**src/rtl/req_ack_pkg.sv**
```systemverilog
// Shared types for the responder side of the req/ack clock-crossing handshake.
package req_ack_pkg;
   typedef enum logic [1:0] {IDLE, WAIT, DATA, ACK} resp_state_t;
endpackage

```
**src/rtl/sync_2ff.sv**
```systemverilog
// Two-flop single-bit synchronizer, reset to 0. Also used by the initiator for ack.
module sync_2ff (
   input  logic clk,
   input  logic rst,
   input  logic d,
   output logic q
);
   logic meta;

   always_ff @(posedge clk) begin
      if (rst) begin
         meta <= 1'b0;
         q    <= 1'b0;
      end else begin
         meta <= d;
         q    <= meta;
      end
   end
endmodule

```
**src/rtl/req_ack_responder.sv**
```systemverilog
// Responder end of a 4-phase req/ack handshake: synchronizes req, returns one
// local word as a data_valid pulse, then holds ack until req falls or times out.
module req_ack_responder
   import req_ack_pkg::*;
#(
   parameter int DATA_W   = 8,
   parameter int RESP_DLY = 2,
   parameter int TIMEOUT  = 64
) (
   input  logic              clk,
   input  logic              rst,
   input  logic              req,
   input  logic [DATA_W-1:0] src_data,
   input  logic              src_valid,
   output logic              src_ready,
   output logic [DATA_W-1:0] data,
   output logic              data_valid,
   output logic              ack,
   output logic              busy,
   output logic              abort_seen,
   output logic              timeout_err
);
   localparam int DW = (RESP_DLY > 0) ? $clog2(RESP_DLY + 1) : 1;
   localparam int TW = $clog2(TIMEOUT + 1);

   resp_state_t   state, state_nxt;
   logic          req_s, req_s_q, req_rise;
   logic [1:0]    settle;
   logic [DW-1:0] dly_cnt;
   logic [TW-1:0] to_cnt;
   logic          dly_done, to_hit;

   sync_2ff u_req_sync (
      .clk (clk),
      .rst (rst),
      .d   (req),
      .q   (req_s)
   );

   // Edge detect is held off until the synchronizer and req_s_q have refilled
   // after reset, so a req already high through reset never looks like a rise.
   always_ff @(posedge clk) begin
      if (rst) begin
         req_s_q <= 1'b0;
         settle  <= 2'd0;
      end else begin
         req_s_q <= req_s;
         if (settle != 2'd3) settle <= settle + 2'd1;
      end
   end

   assign req_rise = req_s & ~req_s_q & (settle == 2'd3);
   assign dly_done = (dly_cnt >= DW'(RESP_DLY));
   assign to_hit   = (to_cnt == TW'(TIMEOUT - 1));

   always_comb begin
      state_nxt = state;
      case (state)
         IDLE: if (req_rise) state_nxt = WAIT;
         WAIT: begin
            if (!req_s)                      state_nxt = IDLE;
            else if (dly_done && src_valid)  state_nxt = DATA;
         end
         DATA: state_nxt = ACK;
         ACK:  if (!req_s || to_hit) state_nxt = IDLE;
         default: state_nxt = IDLE;
      endcase
   end

   always_ff @(posedge clk) begin
      if (rst) begin
         state       <= IDLE;
         dly_cnt     <= '0;
         to_cnt      <= '0;
         data        <= '0;
         abort_seen  <= 1'b0;
         timeout_err <= 1'b0;
      end else begin
         state <= state_nxt;
         if (state_nxt == IDLE) begin
            dly_cnt <= '0;
            to_cnt  <= '0;
         end else begin
            if (state == WAIT && !dly_done) dly_cnt <= dly_cnt + DW'(1);
            if (state == ACK && !to_hit)    to_cnt  <= to_cnt + TW'(1);
         end
         // Word is loaded on entry to DATA so it is already valid during the strobe.
         if (state == WAIT && state_nxt == DATA) data <= src_data;
         if (state == WAIT && !req_s)           abort_seen  <= 1'b1;
         if (state == ACK && req_s && to_hit)   timeout_err <= 1'b1;
      end
   end

   assign data_valid = (state == DATA);
   assign src_ready  = (state == DATA);
   assign ack        = (state == ACK);
   assign busy       = (state != IDLE);
endmodule

```
**config.mk**
```make
export PLATFORM = sky130hd
export DESIGN_NAME = req_ack_responder
export DESIGN_NICKNAME = d
export VERILOG_FILES = /design/src/rtl/req_ack_pkg.sv /design/src/rtl/sync_2ff.sv /design/src/rtl/req_ack_responder.sv
export SDC_FILE = /design/constraint.sdc
export NUM_CORES = 1
export LEC_CHECK = 0
export BUFFER_PORTS_ARGS = -buffer_cell sky130_fd_sc_hd__buf_2
export CAP_MARGIN = 10
export CORE_MARGIN = 2
export CORE_UTILIZATION = 49
export CTS_BUF_LIST = sky130_fd_sc_hd__clkbuf_4 sky130_fd_sc_hd__clkbuf_8
export CTS_CLUSTER_SIZE = 20
export DETAILED_ROUTE_END_ITERATION = 7
export PLACE_DENSITY = 0.79
export SLEW_MARGIN = 25
export SYNTH_ARGS = -nofsm -noshare
export SYNTH_HDL_FRONTEND = slang
export SYNTH_HIERARCHICAL = 1
export SYNTH_SLANG_ARGS = --single-unit
```
**constraint.sdc**
```tcl
create_clock -name clk -period 1.8 [get_ports clk]
set_clock_uncertainty 0.15 [all_clocks]
set_input_delay 0.09 -clock clk [delete_from_list [all_inputs] [get_ports clk]]
set_output_delay 0.09 -clock clk [all_outputs]
set_load 0.02 [all_outputs]
```
## Word-level counts from Yosys, hierarchy flattened

Index checks and enable logic that the tools add are counted.

| cells by class | value |
|---|---|
| add/sub/neg operators | 3 |
| $lt $le $gt $ge | 1 |
| equal/unequal tests | 7 |
| mux-type cells | 5 |
| bitwise operators | 3 |
| reductions and logical operators | 15 |

Operators with widths:

| cell | number |
|---|---|
| $eq 2x2->1 const B | 4 |
| $mux 2 | 4 |
| $pmux 2 s4 | 1 |
| $add 7x1->7 const B | 1 |
| $eq 7x6->1 const B | 1 |
| $logic_and 1x1->1 | 7 |
| $add 2x1->2 const B | 2 |
| $logic_not 2->1 | 2 |
| $logic_not 1->1 | 3 |
| $and 1x1->1 | 2 |
| $eq 2x1->1 const B | 1 |
| $ge 2x2->1 const B | 1 |
| $ne 2x2->1 const B | 1 |
| $reduce_bool 2->1 | 1 |
| $reduce_or 2->1 | 1 |
| $logic_or 1x1->1 | 1 |
| $not 1->1 | 1 |

| word-level totals | value |
|---|---|
| bits in registers | 26 |
| input port bits | 12 |
| output and inout port bits | 14 |
| logic and storage cells | 44 |

## Depth between registers and ports, before layout

| depth | value |
|---|---|
| word-level depth | 7 |
| depth in mapped cells | 7 |
| gate-level depth less buffers | 6 |

## Cells and area by module

The synthesis kept the hierarchy.

Modules (own cells, without submodules):

| module | instances | cells each | area an instance (µm²) | seq. area each (µm²) |
|---|---|---|---|---|
| req_ack_responder | 1 | 114 | 1023.5 | 480.5 |
| sync_2ff | 1 | 4 | 52.6 | 40.0 |

## Least setup slack after synthesis

No wires, ideal clock.

| timing | value |
|---|---|
| path kind | reg-to-reg |
| start | register to_cnt[0] |
| end | register state[1] |
| setup time | 0.119 ns |
| arrival | 1.395 ns |
| data required time | 1.531 ns |
| setup slack | 0.136 ns |
| stages on the path, launching flop included | 7 |
| path buffers | 1 |
| period minus slack after synthesis | 1.664 ns |
| cell sequence | dfxtp_1 > ha_1 > nand2_1 > or3_1 > buf_6 > a311oi_2 > nor2_1 |

| between the ends | value |
|---|---|
| cells in the longest elaborated chain, start to end | 4 |

Ends and longest elaborated chain:

| element | RTL line | text |
|---|---|---|
| start: declaration | req_ack_responder.sv:30 | `logic [TW-1:0] to_cnt;` |
| start signal: assignment | req_ack_responder.sv:85 | `if (state == ACK && !to_hit) to_cnt <= to_cnt + TW'(1);` |
| $eq 7x6->1 | req_ack_responder.sv:54 | `assign to_hit = (to_cnt == TW'(TIMEOUT - 1));` |
| $logic_or 1x1->1 | req_ack_responder.sv:65 | `ACK: if (!req_s \|\| to_hit) state_nxt = IDLE;` |
| $mux 2 | req_ack_responder.sv:65 |  |
| $pmux 2 s4 | req_ack_responder.sv:58 | `case (state)` |
| end signal: assignment | req_ack_responder.sv:79 | `state <= state_nxt;` |
| end: declaration | req_ack_responder.sv:26 | `resp_state_t state, state_nxt;` |

No other way between the ends.
A chain may end at the register's enable or synchronous reset.

## Final worst setup path

Same ends and word-level chain as after synthesis.

==> results.py <==
metrics = {
    "route": {
        "ant_nets": 0,
        "wirelength_met1_um": 981,
        "finalWirelength_um": 2580,
        "route.met3.wl_um": 105,
        "drt-initial-drc-count": 12,
        "vias": 975,
        "wl_met2_um": 1470,
        "via_per_inst": 5.27,
        "drc": 0,
        "wl_per_cell_um": 13.9,
        "topRoutingLayerUsed": "met4",
        "drt_first_pass_iters": 6,
    },
    "layout": {
        "nets": 174,
        "final_cell_area_sq_um": 1400,
        "drive_gt1_share_pct": 27.8,
        "antennaDiodeCount": 0,
        "fillers": 159,
        "synthToLayoutAreaGrowth_pct": 29.9,
    },
    "clock_tree": {
        "cts_tree": "yes",
        "path_clk_slew_ns": 0.13,
        "cts_buffers": 3,
        "cts_setup_buffers": 0,
        "clkLatencyLatePin_ns": 0.31,
        "clockBufferDepth": 2,
        "htree_levels": 1,
        "cts_root_buffer": "clkbuf_4",
        "cts_sinks": 26,
    },
    "logic_synthesis": {
        "synth_top_family_by_area": "simple AND/OR/NAND/NOR gates",
        "synth_cells": 118,
        "ys_seq_elements": 26,
        "synth-main-ff-cell": "dfxtp_1",
        "synth_edf_count": 0,
        "synth-adder-area-share_pct": 3.49,
        "syn_area_per_cell_sq_um": 9.12,
        "synthesis.nets": 133,
        "synth_cell_types": 30,
        "yosysSeqAreaShare_pct": 48.4,
        "synth-simple-area-share_pct": 21.6,
        "syn_area_sq_um": 1080,
        "yosysWarnings": 6,
        "synthXorXnorAreaFrac_pct": 2.44,
        "synth_compound_area_share_pct": 10.1,
        "async_flop_share_pct": 0,
        "synthMuxAreaShare_pct": 9.30,
    },
    "status": {
        "status": "finished, final reports clean",
    },
    "placed_design": {
        "place.gp.congestion": 0.759,
        "dpl_cell_area_sq_um": 1230,
        "place_hpwl_um": 1570,
        "portBuffers": 25,
    },
    "floorplanning": {
        "die_y_um": 50.9,
        "rows": 16,
        "die_w_um": 50.9,
        "core_area_sq_um": 2020,
        "dieArea_sq_um": 2590,
        "start_util_pct": 53.2,
        "ios": 26,
    },
    "worst_setup_path": {
        "crit_arrival_ns": 1.76,
        "crit_path_end": "state[1]",
        "crit_type": "flop to flop",
        "r2r-end": "state[1]",
        "cp-end-kind": "flop",
        "reg2reg_depth": 5,
        "startpoint": "to_cnt[0]",
        "critPathRequiredTime_ns": 1.86,
        "cp_max_fo": 6,
        "setup.worst_path.start_class": "flop",
        "r2r-start": "to_cnt[0]",
        "regToRegSetupSlack_ns": 0.11,
    },
    "global_routing": {
        "grt_first_pass_wirelength_um": 4210,
        "grt_start_max_net_pins": 18,
        "first_global_vias": 990,
        "antenna_found_initial": 0,
        "grt_overflow": 0,
        "grtUsageTotal_pct": 21.8,
    },
    "sta": {
        "slew_headroom_pct": 78.1,
        "tns_ns": 0,
        "setup_viol": 0,
        "hold_viol": 0,
        "min_period_ns": 1.69,
        "worst_slew_pin_slew_ns": 0.328,
        "rsz0062_at_grt": "no",
        "period_share_pct": 94.1,
        "drv_slew": 0,
        "fmax_ghz": 0.591,
    },
    "pwr": {
        "p_per_area_nw_per_um2": 685,
        "internal_power_uw": 754,
        "clockPowerShare_pct": 30.0,
        "power_switching_uw": 203,
        "peakVddDrop_mv": 0.498,
        "power_frac_comb_pct": 7.6,
        "p_seq_share_pct": 62.4,
        "p_sw_share_pct": 21.2,
        "p_leak_uw": 0.000574,
    },
    "job": {
        "cap_viol_max_count": 0,
    },
    "worst_hold_path": {
        "hold_path_class": "input port to flop",
    },
}
## layer usage
layer / up-vias / global-route usage, %
met5: - / 0
met2: 29 / 43.9
met1: 457 / 22.4
met3: 4 / 5.85
met4: 0 / 3.60
li1: 485 / -
## logic make-up after synthesis
| family | count (synthesis) |
|---|---|
| AO/OA/AOI/OAI | 17 |
| XOR/XNOR | 3 |
| adder cells (fa/ha/maj) | 3 |
| buffers and inverters | 9 |
| flip-flops | 26 |
| multiplexers | 10 |
| AND/OR/NAND/NOR | 50 |
## cell usage after synthesis, drive strengths merged, types with 3 or more instances
library cell	number	area [sq um]
a21oi	8	40.0
buf	4	31.3
dfxtp	26	521
ha	3	37.5
inv	4	15.0
mux2i	10	100
nand2	7	26.3
nand3	5	30.0
nor2	22	82.6
nor2b	3	18.8
nor3	6	30.0
xor2	3	26.3
## final cells by class
| class | count | area [sq um] | area share, % |
|---|---|---|---|
| flip-flops and latches | 26 | 523 | 37.4 |
| clock buffers | 4 | 36.3 | 2.60 |
| well taps | 27 | 33.8 | 2.42 |
| inverters | 4 | 15.0 | 1.07 |
| repair buffers | 41 | 270 | 19.3 |
| multi-input cells | 83 | 519 | 37.2 |
## power groups by stage
stage,clock network (uW),logic (uW),registers (uW)
after CTS,294,68.9,597
after detailed placement,0,50.2,610
after global placement,0,46.7,609
after global routing,323,79.0,599
after floorplan,0,30.3,608
final,287,72.9,597
## how the worst min path moves through the flow
stage,from,endpoint,slack (ns),cells after the start
2_1_floorplan,rst,u_req_sync/meta,0.01,1
3_3_place_gp,req,u_req_sync/meta,0.15,2
3_5_place_dp,req,u_req_sync/meta,0.17,2
4_1_cts,src_valid,state[0],0.06,4
5_1_grt,src_valid,state[0],0.02,4
6_report,src_valid,state[0],0.02,4
## state kept, by name (all words and copies together) (netlist names)
name             cells
abort_seen           1
data                 8
dly_cnt              2
req_s_q              1
settle               2
state                2
timeout_err          1
to_cnt               7
u_req_sync/meta      1
u_req_sync/q         1
## worst max-delay path, cell delays in order (launching register included)
cell      delay [ns]
dfxtp_2         0.39
ha_1            0.21
nand2_1         0.10
or3_1           0.38
a311oi_2        0.30
nor2_1          0.06
## cell usage in the layout, fill, tap and decap left out
master | netlist | final
a21oi_1 | 8 | 8
a311oi_1 | 1 | 1
a311oi_2 | 1 | 1
a31oi_1 | 2 | 2
and2b_1 | 1 | 1
buf_2 | 1 | 26
buf_4 | 2 | 4
clkbuf_4 | 0 | 3
clkbuf_8 | 0 | 1
dfxtp_1 | 26 | 24
dfxtp_2 | 0 | 2
dlygate4sd3_1 | 0 | 11
ha_1 | 3 | 2
ha_2 | 0 | 1
inv_1 | 3 | 3
inv_2 | 1 | 1
mux2i_1 | 10 | 10
nand2_1 | 7 | 6
nand2_2 | 0 | 1
nand2b_1 | 1 | 1
nand3_1 | 4 | 4
nand3_2 | 1 | 1
nand4_1 | 1 | 1
nor2_1 | 22 | 22
nor2b_1 | 3 | 3
nor3_1 | 6 | 5
nor3_2 | 0 | 1
nor4_1 | 1 | 1
o21a_1 | 1 | 1
o21ai_0 | 2 | 1
o21ai_2 | 0 | 1
o21bai_1 | 1 | 1
o31ai_1 | 1 | 1
or2_2 | 1 | 1
or3_1 | 2 | 2
xor2_1 | 3 | 3
## repair_timing
action,in CTS,in global routing
endpoints found under the hold margin,14,0
setup endpoints to repair,0,13
gates resized for setup,0,8
hold buffers,11,0
## per-stage QoR
stage	total power (uW)	util, %	cells	hold slack [ns]	setup WS [ns]
global placement	655	60.8	169	0.151	0.126
CTS	960	68.1	184	0.0627	0.00824
detailed placement	660	60.8	169	0.170	0.0505
finish	957	69.1	185	0.0229	0.107
floorplan	639	-	118	0.0116	0.136
global route	1000	69.1	185	0.0230	0.00174
Power figures use the tool's default switching activity.
